<file path="src/rtl/weight_kernel_loader_pkg.sv">
// Shared definitions for the 5x5 convolution weight path: kernel geometry,
// default bus widths, loader state encoding and the read-tag format.
package weight_kernel_loader_pkg;

  localparam int unsigned KERNEL_DIM      = 5;
  localparam int unsigned KERNEL_TAPS     = KERNEL_DIM * KERNEL_DIM;
  localparam int unsigned CONV_DATA_WIDTH = 16;
  localparam int unsigned CONV_ADDR_WIDTH = 12;
  localparam int unsigned TAP_IDX_WIDTH   = 5;

  typedef logic [TAP_IDX_WIDTH-1:0] tap_idx_t;

  typedef enum logic [1:0] {
    ST_IDLE  = 2'd0,
    ST_ISSUE = 2'd1,
    ST_DRAIN = 2'd2
  } loader_state_e;

  // Travels alongside each ROM read so the returning word lands on the right tap.
  typedef struct packed {
    logic     valid;
    tap_idx_t idx;
  } rd_tag_t;

endpackage

</file>
<file path="src/rtl/weight_kernel_loader_rom_read_pipe.sv">
// Delay line matching the ROM read latency; carries {valid, tap index} so
// each tag emerges on the same cycle as the ROM data it describes.
module rom_read_pipe
  import weight_kernel_loader_pkg::*;
#(
  parameter int unsigned LATENCY = 1
) (
  input  logic    clk,
  input  logic    rst,
  input  rd_tag_t tag_i,
  output rd_tag_t tag_o
);

  rd_tag_t pipe_q [LATENCY];

  // Shift tags one stage per cycle; reset drops any reads still in flight.
  always_ff @(posedge clk) begin
    if (rst) begin
      for (int unsigned i = 0; i < LATENCY; i++) pipe_q[i] <= '0;
    end else begin
      pipe_q[0] <= tag_i;
      for (int unsigned i = 1; i < LATENCY; i++) pipe_q[i] <= pipe_q[i-1];
    end
  end

  assign tag_o = pipe_q[LATENCY-1];

endmodule

</file>
<file path="src/rtl/weight_kernel_loader.sv">
// Reads one 25-word kernel from the weight ROM starting at kernel_idx*25,
// assembles it into a flat tap bank and holds it stable for the conv engine.
module weight_kernel_loader
  import weight_kernel_loader_pkg::*;
#(
  parameter int unsigned DATA_WIDTH  = CONV_DATA_WIDTH,
  parameter int unsigned ADDR_WIDTH  = CONV_ADDR_WIDTH,
  parameter int unsigned MEM_DEPTH   = 1 << ADDR_WIDTH,
  parameter int unsigned KIDX_WIDTH  = 8,
  parameter int unsigned ROM_LATENCY = 1
) (
  input  logic                              clk,
  input  logic                              rst,
  input  logic                              start,
  input  logic [KIDX_WIDTH-1:0]             kernel_idx,
  output logic                              rom_ena,
  output logic [ADDR_WIDTH-1:0]             rom_addr,
  input  logic [DATA_WIDTH-1:0]             rom_dout,
  output logic [KERNEL_TAPS*DATA_WIDTH-1:0] weights_flat,
  output logic                              weights_valid,
  output logic                              busy,
  output logic                              done,
  output logic                              err
);

  // Wide enough for kernel_idx*25+24 and for MEM_DEPTH-1, so the range check never truncates.
  localparam int unsigned BW = (KIDX_WIDTH + 6 > ADDR_WIDTH + 1) ? KIDX_WIDTH + 6 : ADDR_WIDTH + 1;
  localparam logic [BW-1:0] LAST_ADDR = BW'(MEM_DEPTH - 1);
  localparam logic [BW-1:0] TAP_SPAN  = BW'(KERNEL_TAPS - 1);
  localparam logic [BW-1:0] TAPS_BW   = BW'(KERNEL_TAPS);
  localparam tap_idx_t      LAST_TAP  = tap_idx_t'(KERNEL_TAPS - 1);

  loader_state_e                     state_q, state_d;
  logic                              ena_q, ena_d;
  logic [ADDR_WIDTH-1:0]             addr_q, addr_d;
  tap_idx_t                          cnt_q, cnt_d;
  logic [KERNEL_TAPS*DATA_WIDTH-1:0] bank_q, bank_d;
  logic                              valid_q, valid_d;
  logic                              done_q, done_d;
  logic                              err_q, err_d;

  logic [BW-1:0] base;
  logic [BW-1:0] last;
  logic          in_range;
  rd_tag_t       issue_tag;
  rd_tag_t       cap_tag;

  assign base     = BW'(kernel_idx) * TAPS_BW;
  assign last     = base + TAP_SPAN;
  assign in_range = (last <= LAST_ADDR);

  assign issue_tag = '{valid: ena_q, idx: cnt_q};

  rom_read_pipe #(
    .LATENCY(ROM_LATENCY)
  ) u_rd_pipe (
    .clk  (clk),
    .rst  (rst),
    .tag_i(issue_tag),
    .tag_o(cap_tag)
  );

  // Next-state, address sequencing, tap capture and completion pulses.
  always_comb begin
    state_d = state_q;
    ena_d   = ena_q;
    addr_d  = addr_q;
    cnt_d   = cnt_q;
    bank_d  = bank_q;
    valid_d = valid_q;
    done_d  = 1'b0;
    err_d   = 1'b0;

    if (cap_tag.valid) begin
      bank_d[cap_tag.idx*DATA_WIDTH +: DATA_WIDTH] = rom_dout;
    end

    case (state_q)
      ST_IDLE: begin
        if (start) begin
          if (in_range) begin
            state_d = ST_ISSUE;
            ena_d   = 1'b1;
            addr_d  = base[ADDR_WIDTH-1:0];
            cnt_d   = '0;
            valid_d = 1'b0;
          end else begin
            err_d = 1'b1;
          end
        end
      end
      ST_ISSUE: begin
        if (cnt_q == LAST_TAP) begin
          state_d = ST_DRAIN;
          ena_d   = 1'b0;
        end else begin
          cnt_d  = cnt_q + 1'b1;
          addr_d = addr_q + 1'b1;
        end
      end
      ST_DRAIN: begin
        if (cap_tag.valid && (cap_tag.idx == LAST_TAP)) begin
          state_d = ST_IDLE;
          done_d  = 1'b1;
          valid_d = 1'b1;
        end
      end
      default: state_d = ST_IDLE;
    endcase
  end

  // State and output registers; reset aborts any load in progress.
  always_ff @(posedge clk) begin
    if (rst) begin
      state_q <= ST_IDLE;
      ena_q   <= 1'b0;
      addr_q  <= '0;
      cnt_q   <= '0;
      bank_q  <= '0;
      valid_q <= 1'b0;
      done_q  <= 1'b0;
      err_q   <= 1'b0;
    end else begin
      state_q <= state_d;
      ena_q   <= ena_d;
      addr_q  <= addr_d;
      cnt_q   <= cnt_d;
      bank_q  <= bank_d;
      valid_q <= valid_d;
      done_q  <= done_d;
      err_q   <= err_d;
    end
  end

  assign rom_ena       = ena_q;
  assign rom_addr      = addr_q;
  assign weights_flat  = bank_q;
  assign weights_valid = valid_q;
  assign busy          = (state_q != ST_IDLE);
  assign done          = done_q;
  assign err           = err_q;

endmodule

</file>
<file path="config.mk">
export PLATFORM = sky130hd
export DESIGN_NAME = weight_kernel_loader
export DESIGN_NICKNAME = d
export VERILOG_FILES = /design/src/rtl/weight_kernel_loader_pkg.sv /design/src/rtl/weight_kernel_loader_rom_read_pipe.sv /design/src/rtl/weight_kernel_loader.sv
export SDC_FILE = /design/constraint.sdc
export NUM_CORES = 1
export LEC_CHECK = 0
export ABC_AREA = 1
export CAP_MARGIN = 20
export CORE_MARGIN = 10
export CORE_UTILIZATION = 35
export DETAILED_ROUTE_END_ITERATION = 8
export PLACE_DENSITY = 0.68
export SLEW_MARGIN = 10
export SYNTH_ARGS = -nofsm -noshare
export SYNTH_HDL_FRONTEND = slang
export SYNTH_SLANG_ARGS = --single-unit
</file>
<file path="constraint.sdc">
create_clock -name clk -period 5.35 [get_ports clk]
set_input_delay 1.07 -clock clk [delete_from_list [all_inputs] [get_ports clk]]
set_output_delay 1.07 -clock clk [all_outputs]
set_load 0.01 [all_outputs]
</file>
==> flow_metrics.env <==
export IMPL_max_freq_ghz=0.238
export IMPL_ys_seq_area_frac=0.450
export IMPL_avgSynthCellArea_sq_um=7.52
export IMPL_ant_nets=0
export IMPL_cap_violations=0
export IMPL_crit_required_ps=5810
export IMPL_grt_overflow=0
export IMPL_grt_pass1_wl_um=118000
export IMPL_yosys_warnings=0
export IMPL_path_class="in -> reg"
export IMPL_synth_fp_nets=2604
export IMPL_drv_slew=0
export IMPL_clock_skew_ps=27.1
export IMPL_dpl_worst_slack_ps=571
export IMPL_dr_pass1_iters=5
export IMPL_cts_buffers_inserted=47
export IMPL_dp_cells=3492
export IMPL_final_cells=3576
export IMPL_gp_congestion=0.867
export IMPL_finalHoldViolCount=0
export IMPL_drive_gt1_frac=0.0545
export IMPL_die_area_sq_um=64300
export IMPL_synth_async_sr_flop_share=0
export IMPL_drc=0
export IMPL_grt_setup_unrepaired="false"
export IMPL_die_height_um=254
export IMPL_p_leak_nw=8.90
export IMPL_nets=2912
export IMPL_syn_cell_area_sq_um=19100
export IMPL_clk_pin_slew_ps=60
export IMPL_cts_resized=0
export IMPL_syn_to_final_growth_pct=32.9
export IMPL_ys_flop_type="dfxtp_1"
export IMPL_io_pins=444
export IMPL_die_w_um=254
export IMPL_cts_htree_levels=2
export IMPL_min_period_ps=4210
export IMPL_peakVddDrop_mv=0.235
export IMPL_synth_distinct_cells=38
export IMPL_synth_area_leaders="dfxtp_1 (45%), a21oi_1 (7.9%), nand2_1 (7.8%), nor3_1 (4.8%), inv_1 (4.3%)"
export IMPL_syn_instance_count=2539
export IMPL_rows=85
export IMPL_endpoint_kind="flip-flop"
export IMPL_antenna_found_initial=1
export IMPL_fin_util=0.470
export IMPL_clockRootBuffer="clkbuf_16"
export IMPL_hp_class="reg -> reg"
export IMPL_num_vias=19800
export IMPL_tns_ps=0
export IMPL_synth_top_cell_by_area="dfxtp_1"
export IMPL_via_per_inst=5.53
export IMPL_core_sq_um=53900
export IMPL_cts_tree="yes"
export IMPL_clkSinkCount=429
export IMPL_synth_top_cell_area_share=0.450
export IMPL_outcome="completed"
export IMPL_io_buffer_count=443
export IMPL_crit_fanout=17
export IMPL_n_fill_cell=5215
export IMPL_layout_commonest_cell="clkdlybuf4s50_1"
export IMPL_clk_latency_ps=590
export IMPL_arrival_ps=4660
export IMPL_slew_headroom=0.217
export IMPL_synth_seq_cells=429
export IMPL_start_util=0.354
export IMPL_setup_violations=0
export IMPL_synth_edf_count=0
export IMPL_timing_final_ws_setup_ps=1140
export IMPL_globalRouteTotalUtil=0.236
export IMPL_worst_pin_slew_ps=1170
export IMPL_power_density_nw_per_um2=300
export IMPL_critPathLaunchType="primary input"
export IMPL_first_iter_violations=1952
export IMPL_dp_hpwl_um=56600
export IMPL_period_share=0.786
export IMPL_holdBufCountCts=0
export IMPL_final_cell_mix="clkdlybuf4s50_1 (442), dfxtp_1 (429), nand2_1 (394)"
export IMPL_wl_per_cell_um=22.3
export IMPL_clockBufferDepth=3
export IMPL_grt_pass1_vias=19100
export IMPL_wl_um=79900
export IMPL_post_cts_buffers=0
export IMPL_grt_max_degree=102
flip-flops by register name (all words and copies together), names as in the netlist:
signal and count:
cnt_q 5, done 1, err 1, rom_addr 12, rom_ena 1, state_q 2, u_rd_pipe.pipe_q 6, weights_flat 400
weights_valid 1
synth_stat cells (all sizes together) (2+ instances only):
library cell	number
dfxtp	429
nand2	400
a21oi	303
inv	242
nor3	183
nand3	162
clkbuf	140
nor2	140
o21ai	118
buf	72
a31oi	67
a211oi	64
or3	60
nand4	51
o211a	48
ha	35
xor2	7
fa	3
nand3b	3
nor4	3
nor3b	2
xnor2	2
critical path: stages:
cell             delay, ps
clkdlybuf4s50_1        470
ha_1                   320
ha_1                   280
inv_1                   50
fa_1                   490
inv_1                   40
ha_1                   340
nand2_1                 70
inv_1                   70
nand2_1                 60
nand2_1                 70
nand2_1                 50
nand2_1                 70
nand3_1                 70
nor2_1                 130
nand4_1                100
nand2_1                120
nand4_2                 90
nand2_1                430
nand2_1                110
nand2_1                 90
nor2_1                  50
routing by layer:
| metal | GRT usage | vias to the layer above | share of wire | routed length (um) |
|---|---|---|---|---|
| met3 | 0.0654 | 145 | 0.093 | 7420 |
| li1 | - | 9252 | - | - |
| met2 | 0.398 | 901 | 0.47 | 37700 |
| met4 | 0.0762 | 0 | 0.031 | 2500 |
| met5 | 0 | - | 0 | 0 |
| met1 | 0.286 | 9490 | 0.40 | 32300 |
path summary, 6_finish.rpt:
kind	depth (start not counted)	to	startpoint	slack, ps
setup / recovery	22	rom_addr[2]$_SDFFE_PP0P_	kernel_idx[3]	1140
hold / removal	2	weights_flat[43]$_SDFFE_PP0P_	weights_flat[43]$_SDFFE_PP0P_	440
setup reg to reg	13	weights_flat[135]$_SDFFE_PP0P_	u_rd_pipe.pipe_q[0][0]$_SDFF_PP0_	1300
hold reg to reg	2	weights_flat[43]$_SDFFE_PP0P_	weights_flat[43]$_SDFFE_PP0P_	440
per-stage QoR:
step	power, mW	hold WS [ps]	area [sq um]
after floorplan	3.98	455	19100
after global placement	4.36	434	23800
after global routing	7.86	466	25400
after CTS	7.64	445	25300
final	7.60	442	25400
after detailed placement	4.37	435	23800
area by class of cell:
type                       count  area, sq um  area share
clock buffer                  64         1330      0.0524
multi-input combinational   1655         8750       0.345
inverter                     243          920      0.0363
clock inverter                17          221     0.00873
tap                          696          871      0.0343
antenna                        1         2.50   0.0000987
sequential                   429         8590       0.339
timing repair buffer         471         4680       0.184
report_power, final:
group          switching [mW]  internal [mW]
registers              0.0363           3.23
logic                   0.813          0.236
clock network            1.36           1.93
total                    2.21           5.39
cell families after synthesis:
| family | share of synthesized area |
|---|---|
| buffers and inverters | 0.0935 |
| DFF | 0.450 |
| xor gates and xnor gates | 0.00413 |
| and+or+nand+nor | 0.242 |
| adders and majority gates | 0.0261 |
| AOI/OAI and AO/OA | 0.184 |
No activity file was read; power rests on OpenSTA's default activity.
